**src/rtl/csa_pipe_adder_pkg.sv**
```systemverilog
// Shared constants and types for the pipelined carry-select adder.
// Default geometry, per-stage control struct and the overflow rule.
package csa_pkg;
   localparam int CSA_WIDTH  = 128;
   localparam int CSA_BLOCK  = 8;
   localparam int CSA_STAGES = 4;

   // Width-independent part of a stage register. The width-dependent parts
   // (resolved sum bits, pending operand bits) sit beside it in the top.
   typedef struct packed {
      logic vld;
      logic carry;
      logic a_msb;
      logic b_msb;
   } csa_ctl_t;

   function automatic logic ovf_of(input logic a_msb, input logic b_msb, input logic s_msb);
      return (a_msb == b_msb) && (s_msb != a_msb);
   endfunction
endpackage

```
**src/rtl/csa_pipe_adder_if.sv**
```systemverilog
// Operand/result handshake bundle for csa_pipe_adder.
// The slave modport is the adder side.
interface csa_pipe_adder_if
   import csa_pkg::*;
#(parameter int WIDTH = CSA_WIDTH);
   logic             in_valid;
   logic             in_ready;
   logic [WIDTH-1:0] in_a;
   logic [WIDTH-1:0] in_b;
   logic             in_cin;
   logic             in_sub;
   logic             out_valid;
   logic             out_ready;
   logic [WIDTH-1:0] out_sum;
   logic             out_cout;
   logic             out_ovf;

   modport slave (
      input  in_valid, in_a, in_b, in_cin, in_sub, out_ready,
      output in_ready, out_valid, out_sum, out_cout, out_ovf
   );
   modport master (
      output in_valid, in_a, in_b, in_cin, in_sub, out_ready,
      input  in_ready, out_valid, out_sum, out_cout, out_ovf
   );
endinterface

```
**src/rtl/csa_pipe_adder_block.sv**
```systemverilog
// Combinational BLOCK-bit carry-select cell: two ripple paths (cin=0/1)
// computed in parallel, the real carry-in picks one.
module csa_block #(
   parameter int BLOCK = 8
) (
   input  logic [BLOCK-1:0] i_a,
   input  logic [BLOCK-1:0] i_b,
   input  logic             i_cin,
   output logic [BLOCK-1:0] o_sum,
   output logic             o_cout
);
   logic [BLOCK-1:0] w_s0, w_s1;
   logic             w_c0, w_c1;

   always_comb begin
      logic c0, c1;
      c0   = 1'b0;
      c1   = 1'b1;
      w_s0 = '0;
      w_s1 = '0;
      for (int i = 0; i < BLOCK; i++) begin
         w_s0[i] = i_a[i] ^ i_b[i] ^ c0;
         w_s1[i] = i_a[i] ^ i_b[i] ^ c1;
         c0 = (i_a[i] & i_b[i]) | (c0 & (i_a[i] ^ i_b[i]));
         c1 = (i_a[i] & i_b[i]) | (c1 & (i_a[i] ^ i_b[i]));
      end
      w_c0 = c0;
      w_c1 = c1;
   end

   assign o_sum  = i_cin ? w_s1 : w_s0;
   assign o_cout = i_cin ? w_c1 : w_c0;
endmodule

```
**src/rtl/csa_pipe_adder.sv**
```systemverilog
// Pipelined carry-select adder/subtractor: stage k resolves one WIDTH/STAGES
// slice, carries and not-yet-added operand bits ride the stage registers.
module csa_pipe_adder
   import csa_pkg::*;
#(
   parameter int WIDTH  = CSA_WIDTH,
   parameter int BLOCK  = CSA_BLOCK,
   parameter int STAGES = CSA_STAGES
) (
   input logic             clk,
   input logic             rst_n,
   csa_pipe_adder_if.slave bus
);
   localparam int SW = WIDTH / STAGES;
   localparam int NB = SW / BLOCK;

   if (WIDTH % BLOCK != 0) begin : g_chk_block
      $error("csa_pipe_adder: WIDTH must be a multiple of BLOCK");
   end
   if ((WIDTH / BLOCK) % STAGES != 0) begin : g_chk_stages
      $error("csa_pipe_adder: WIDTH/BLOCK must be a multiple of STAGES");
   end

   logic             w_adv;
   csa_ctl_t         w_last_ctl;
   logic [WIDTH-1:0] w_last_sum;

   // Global stall: every stage moves only when the output slot frees up.
   assign w_adv        = !w_last_ctl.vld || bus.out_ready;
   assign bus.in_ready = w_adv;

   for (genvar k = 0; k < STAGES; k++) begin : g_stg
      localparam int IW = WIDTH - k*SW;  // operand bits still pending at this stage
      csa_ctl_t         w_ctl_i, w_ctl_n, r_ctl;
      logic [IW-1:0]    w_a_i, w_b_i;
      logic [WIDTH-1:0] w_sum_i, w_sum_n, r_sum;
      logic [SW-1:0]    w_s;

      if (k == 0) begin : g_src
         assign w_a_i   = bus.in_a;
         assign w_b_i   = bus.in_sub ? ~bus.in_b : bus.in_b;
         assign w_sum_i = '0;
         assign w_ctl_i = '{vld:   bus.in_valid,
                            carry: bus.in_sub | bus.in_cin,
                            a_msb: bus.in_a[WIDTH-1],
                            b_msb: w_b_i[IW-1]};
      end else begin : g_src
         assign w_a_i   = g_stg[k-1].g_hi.r_a;
         assign w_b_i   = g_stg[k-1].g_hi.r_b;
         assign w_sum_i = g_stg[k-1].r_sum;
         assign w_ctl_i = g_stg[k-1].r_ctl;
      end

      for (genvar j = 0; j < NB; j++) begin : g_blk
         logic w_ci, w_co;
         if (j == 0) begin : g_ci
            assign w_ci = w_ctl_i.carry;
         end else begin : g_ci
            assign w_ci = g_blk[j-1].w_co;
         end
         csa_block #(.BLOCK(BLOCK)) u_blk (
            .i_a    (w_a_i[j*BLOCK +: BLOCK]),
            .i_b    (w_b_i[j*BLOCK +: BLOCK]),
            .i_cin  (w_ci),
            .o_sum  (w_s[j*BLOCK +: BLOCK]),
            .o_cout (w_co)
         );
      end

      always_comb begin
         w_sum_n              = w_sum_i;
         w_sum_n[k*SW +: SW]  = w_s;
         w_ctl_n              = w_ctl_i;
         w_ctl_n.carry        = g_blk[NB-1].w_co;
      end

      always_ff @(posedge clk or negedge rst_n) begin
         if (!rst_n) begin
            r_ctl <= '0;
            r_sum <= '0;
         end else if (w_adv) begin
            r_ctl <= w_ctl_n;
            r_sum <= w_sum_n;
         end
      end

      if (k < STAGES-1) begin : g_hi
         logic [IW-SW-1:0] r_a, r_b;
         always_ff @(posedge clk or negedge rst_n) begin
            if (!rst_n) begin
               r_a <= '0;
               r_b <= '0;
            end else if (w_adv) begin
               r_a <= w_a_i[IW-1:SW];
               r_b <= w_b_i[IW-1:SW];
            end
         end
      end
   end

   assign w_last_ctl = g_stg[STAGES-1].r_ctl;
   assign w_last_sum = g_stg[STAGES-1].r_sum;

   // Bubble contents are don't-care, so the result is masked by valid.
   assign bus.out_valid = w_last_ctl.vld;
   assign bus.out_sum   = w_last_ctl.vld ? w_last_sum : '0;
   assign bus.out_cout  = w_last_ctl.vld & w_last_ctl.carry;
   assign bus.out_ovf   = w_last_ctl.vld &
                          ovf_of(w_last_ctl.a_msb, w_last_ctl.b_msb, w_last_sum[WIDTH-1]);
endmodule
```
**src/flat_wrapper.sv**
```systemverilog
// flat-port wrapper written by rule: the top's interface ports become plain ports
module csa_pipe_adder_flat import csa_pkg::*;
#(
   parameter int WIDTH  = CSA_WIDTH,
   parameter int BLOCK  = CSA_BLOCK,
   parameter int STAGES = CSA_STAGES
)
  (clk, rst_n, bus_in_valid, bus_in_a, bus_in_b, bus_in_cin, bus_in_sub, bus_out_ready, bus_in_ready, bus_out_valid, bus_out_sum, bus_out_cout, bus_out_ovf);
  csa_pipe_adder_if #(.WIDTH(WIDTH)) bus_i ();
  input logic clk;
  input logic rst_n;
  input wire logic [$bits(bus_i.in_valid)-1:0] bus_in_valid;
  input wire logic [$bits(bus_i.in_a)-1:0] bus_in_a;
  input wire logic [$bits(bus_i.in_b)-1:0] bus_in_b;
  input wire logic [$bits(bus_i.in_cin)-1:0] bus_in_cin;
  input wire logic [$bits(bus_i.in_sub)-1:0] bus_in_sub;
  input wire logic [$bits(bus_i.out_ready)-1:0] bus_out_ready;
  output wire logic [$bits(bus_i.in_ready)-1:0] bus_in_ready;
  output wire logic [$bits(bus_i.out_valid)-1:0] bus_out_valid;
  output wire logic [$bits(bus_i.out_sum)-1:0] bus_out_sum;
  output wire logic [$bits(bus_i.out_cout)-1:0] bus_out_cout;
  output wire logic [$bits(bus_i.out_ovf)-1:0] bus_out_ovf;
  assign bus_i.in_valid = bus_in_valid;
  assign bus_i.in_a = bus_in_a;
  assign bus_i.in_b = bus_in_b;
  assign bus_i.in_cin = bus_in_cin;
  assign bus_i.in_sub = bus_in_sub;
  assign bus_i.out_ready = bus_out_ready;
  assign bus_in_ready = bus_i.in_ready;
  assign bus_out_valid = bus_i.out_valid;
  assign bus_out_sum = bus_i.out_sum;
  assign bus_out_cout = bus_i.out_cout;
  assign bus_out_ovf = bus_i.out_ovf;
  csa_pipe_adder #(.WIDTH(WIDTH), .BLOCK(BLOCK), .STAGES(STAGES)) u_core (.clk(clk), .rst_n(rst_n), .bus(bus_i));
endmodule
```
**config.mk**
```make
export PLATFORM = sky130hd
export DESIGN_NAME = csa_pipe_adder_flat
export DESIGN_NICKNAME = d
export VERILOG_FILES = /design/src/rtl/csa_pipe_adder_pkg.sv /design/src/rtl/csa_pipe_adder_if.sv /design/src/rtl/csa_pipe_adder_block.sv /design/src/rtl/csa_pipe_adder.sv /design/src/flat_wrapper.sv
export SDC_FILE = /design/constraint.sdc
export NUM_CORES = 2
export LEC_CHECK = 0
export ABC_AREA = 1
export BUFFER_PORTS_ARGS = -buffer_cell sky130_fd_sc_hd__clkbuf_2
export CORE_MARGIN = 2
export CORE_UTILIZATION = 30
export CTS_CLUSTER_SIZE = 16
export DETAILED_ROUTE_END_ITERATION = 10
export PLACE_DENSITY_LB_ADDON = 0.08
export SYNTH_ARGS = -nofsm -noshare
export SYNTH_HDL_FRONTEND = slang
export SYNTH_SLANG_ARGS = --single-unit
```
**constraint.sdc**
```tcl
create_clock -name clk -period 14.45 [get_ports clk]
set_input_delay 2.89 -clock clk [delete_from_list [all_inputs] [get_ports clk]]
set_output_delay 2.89 -clock clk [all_outputs]
set_load 0.005 [all_outputs]
```
==> summary.txt <==
Placed design
  • Port buffer count: 393
  • Post-place instance area: 0.0351 sq mm
  • Dpl hpwl: 53.8 mm
  • Final RePlAce weighted congestion: 0.754

Yosys
  • Fraction of the yosys area taken by sequential cells: 55.7%
  • Syn. warnings: 0
  • Per-instance average area after synthesis: 8.83 sq um
  • Cells after synthesis: about 3600
  • Unique cell type count in the Yosys netlist: 19
  • Syn nets: a little over 4000
  • Post-synth design cell area: ~0.032 sq mm
  • Flip-flop and latch count after synthesis: 714

Timing
  • Hold slack final: approximately 450 ps
  • Clock tree skew after final layout: 29.0 ps
  • Final critical path time including I/O delays and setup: 13840 ps
  • Ratio of final minimum period to clock period: 95.8%
  • Highest Clock Rate: 0.0722 GHz
  • Unrepaired setup endpoints after global routing: true
  • Number of hold-slack violations in the final timing report: 0
  • Worst relative slew slack: 25.1%
  • Final setup violation count: 0
  • Max Transition Viols Final: 0
  • Measured slew at the worst slew-check pin: 1120 ps

Critical path
  • Critical path origin: bus_in_sub
  • Most frequent cell on the critical path: fa_1
  • Crit Reg-Reg Startpoint: u_core.g_stg[2].g_hi.r_b[0]$_DFFE_PN0P_
  • Capturing instance or port of the critical path: u_core.g_stg[0].r_sum[31]$_DFFE_PN0P_
  • Worst R2R End: u_core.g_stg[3].r_sum[127]$_DFFE_PN0P_
  • Library cell contributing the largest single delay on the critical path: fa_1
  • Crit path kind: in -> reg
  • Worst-path maximum fanout: 3
  • Setup slack of the worst register-to-register path: 730 ps
  • Largest incremental delay on the critical path: 410 ps
  • Critical path endpoint category: flip-flop
  • Sort of element at the start of the critical path: input port
  • Worst endpoint required time: 14960 ps
  • FF-to-FF path depth: 39
  • Data arrival time of the critical path: 14350 ps

Global route
  • Initial antenna violation count: 6
  • Via count of the first global-routing pass: 22700
  • Global-route wire length before repair: 131 mm
  • Largest net degree at the start of global routing: around 240
  • Global-route congestion overflow total: 0
  • Tot GR Track Use: 15.2%

Drt
  • TritonRoute pass-1 iters: 5
  • Initial drt markers: 1205
  • Number of nets with antenna violations after detailed routing: 0
  • Vias after detailed routing: 22700
  • DRC violations left: 0
  • Average wire length per cell after detail routing: between 15 and 20 microns
  • Routed wire length: between 80 and 90 mm
  • Via-per-instance ratio: 4.20

Clock tree
  • Cell at the root of the clock tree: clkbuf_16
  • H-tree lvl count: 3
  • Num Clock Sinks: approximately 700
  • CTS Buf Count: 86
  • Clock transition at the register clock pins on the worst setup and hold paths after CTS: 60 ps
  • Cts-stage hold buffer count: 0
  • Maximum clock path buffer count: 3
  • Worst-skew pair later-pin latency: 640 ps
  • CTS tree: done

Floorplan
  • Chip width: ~330 microns
  • Number of rows in the core area: around 120
  • I/O pin cnt: 394
  • Starting density of the core: a little under a third
  • Placeable core area: 0.106 sq mm
  • Full die area: approximately 0.11 sq mm
  • Floorplan die height: approximately 330 microns

Power and ir drop
  • Leakage: 20.3 nW
  • Peak supply drop: ~0.000084 V
  • Pwr dens: roughly 220 mW/mm^2

Layout
  • Combined area of the multi-input logic cells: about 0.012 sq mm
  • N_diodes: 0
  • Layout overhead on the synthesized area: 18.6%
  • Number of nets in the layout: 4355
  • Share of post-route cells with drive strength above 1: 15.7%
  • Register area: approximately 0.018 sq mm
  • Final-layout fill cell count: between 10000 and 15000
  • Post-route standard cell area excluding fillers: ~0.038 sq mm

Worst hold path
  • Hold Path Class: reg -> reg

Status
  • Result of the run: finished clean

Flow run
  • Reported max-cap violation count: 0
[synth_stat cells (all sizes together)]
| library cell | count | share of area [%] |
|---|---|---|
| a21oi | 9 | 0.14 |
| buf | 159 | 2.5 |
| clkbuf | 36 | 0.43 |
| dfrtp | 714 | 56 |
| fa | 112 | 7.0 |
| ha | 32 | 1.2 |
| inv | 372 | 4.4 |
| nand2 | 1569 | 18 |
| nand3 | 69 | 1.1 |
| nor2 | 54 | 0.63 |
| o21ai | 412 | 6.4 |
| or2 | 59 | 1.2 |
| xnor2 | 25 | 0.68 |
| xor2 | 7 | 0.19 |
[cell families (layout without fill, tap and decap cells)]
kind of cell	Yosys count	in the layout	synth area share, %
AND/OR/NAND/NOR	1751	1751	21.2
flip-flops	714	714	55.7
buffers and inverters	567	952	7.33
AO/OA/AOI/OAI	421	421	6.57
adder cells (fa/ha/maj)	144	144	8.24
XOR/XNOR	32	32	0.874
[report_power, final]
group          internal (W)  switching, W  total (W)  leakage [nW]
Combinational       0.00101       0.00162    0.00263          10.2
Sequential          0.00289      0.000503    0.00340          8.62
Clock               0.00134      0.000868    0.00221          1.43
Total               0.00524       0.00299    0.00823          20.3
[state kept, by name (all words and copies together) (netlist names)]
signal / cells
u_core.bus.out_valid: 1
u_core.g_stg.g_blk.w_ci: 3
u_core.g_stg.g_hi.r_a: 189
u_core.g_stg.g_hi.r_b: 191
u_core.g_stg.r_ctl: 10
u_core.g_stg.r_sum: 320
[final cells by class]
type,instances,area share [%]
inverter,372,3.69
clock inverter,30,0.935
clock buffer,123,6.66
multi-input combinational,2348,31.2
timing repair buffer,427,5.96
tap,1391,4.58
sequential,714,47.0
[worst max-delay path: cells and delay by family]
| family | cells | cell delay, ps |
|---|---|---|
| fa+ha+maj | 29 | 9760 |
| buf+inv | 10 | 870 |
| compound gates | 4 | 480 |
| simple gates | 3 | 200 |
| xor+xnor | 1 | 150 |
[layer usage]
layer  vias up  share of wire (%)  track usage, %
li1      11600                  -               -
met1     10600                 51            22.8
met2       359                 43            22.2
met3       108                4.4            2.88
met4        10                1.8            4.22
met5         -              0.078               0
[worst min path at each step]
stage                                                     start                                    end  slack, ps  depth (start not counted)
after detailed placement   u_core.g_stg[2].r_ctl[3]$_DFFE_PN0P_       u_core.bus.out_valid$_DFFE_PN0P_        430                          2
final                      u_core.g_stg[2].r_ctl[3]$_DFFE_PN0P_       u_core.bus.out_valid$_DFFE_PN0P_        450                          2
after CTS                  u_core.g_stg[2].r_ctl[3]$_DFFE_PN0P_       u_core.bus.out_valid$_DFFE_PN0P_        450                          2
after floorplan            u_core.g_stg[2].r_ctl[3]$_DFFE_PN0P_       u_core.bus.out_valid$_DFFE_PN0P_        420                          2
after global placement     u_core.g_stg[2].r_ctl[3]$_DFFE_PN0P_       u_core.bus.out_valid$_DFFE_PN0P_        430                          2
after global routing      u_core.g_stg[1].r_sum[39]$_DFFE_PN0P_  u_core.g_stg[1].r_sum[39]$_DFFE_PN0P_        480                          2
[layout by cell type (no fill, tap or decap), drive strengths merged, types with 9 or more instances in the layout]
cell type  Yosys  layout
xnor2         25      25
inv          372     375
nor2          54      54
dfrtp        714     714
nand3         69      69
clkbuf        36     515
fa           112     112
or2           59      59
o21ai        412     412
clkinv         0      17
a21oi          9       9
nand2       1569    1569
buf          159      35
ha            32      32
[what timing repair did]
| item | CTS | global route |
|---|---|---|
| setup buffers | 0 | 0 |
| endpoints found under the hold margin | 0 | 0 |
| setup endpoints to repair | 0 | 2 |
| resized for setup | 0 | 2 |
[metrics by stage]
stage	worst slack [ps]	utilization [%]	power [W]	std cells	TNS [ps]
detailed placement	-262	33.3	0.00616	5252	-273
finish	607	36.0	0.00823	5405	0
CTS	449	36.0	0.00844	5405	0
global route	-12.4	36.0	0.00905	5405	-12.4
floorplan	515	-	0.00516	3629	0
global placement	-239	33.3	0.00613	5252	-239
(Power assumes the default switching activity.)
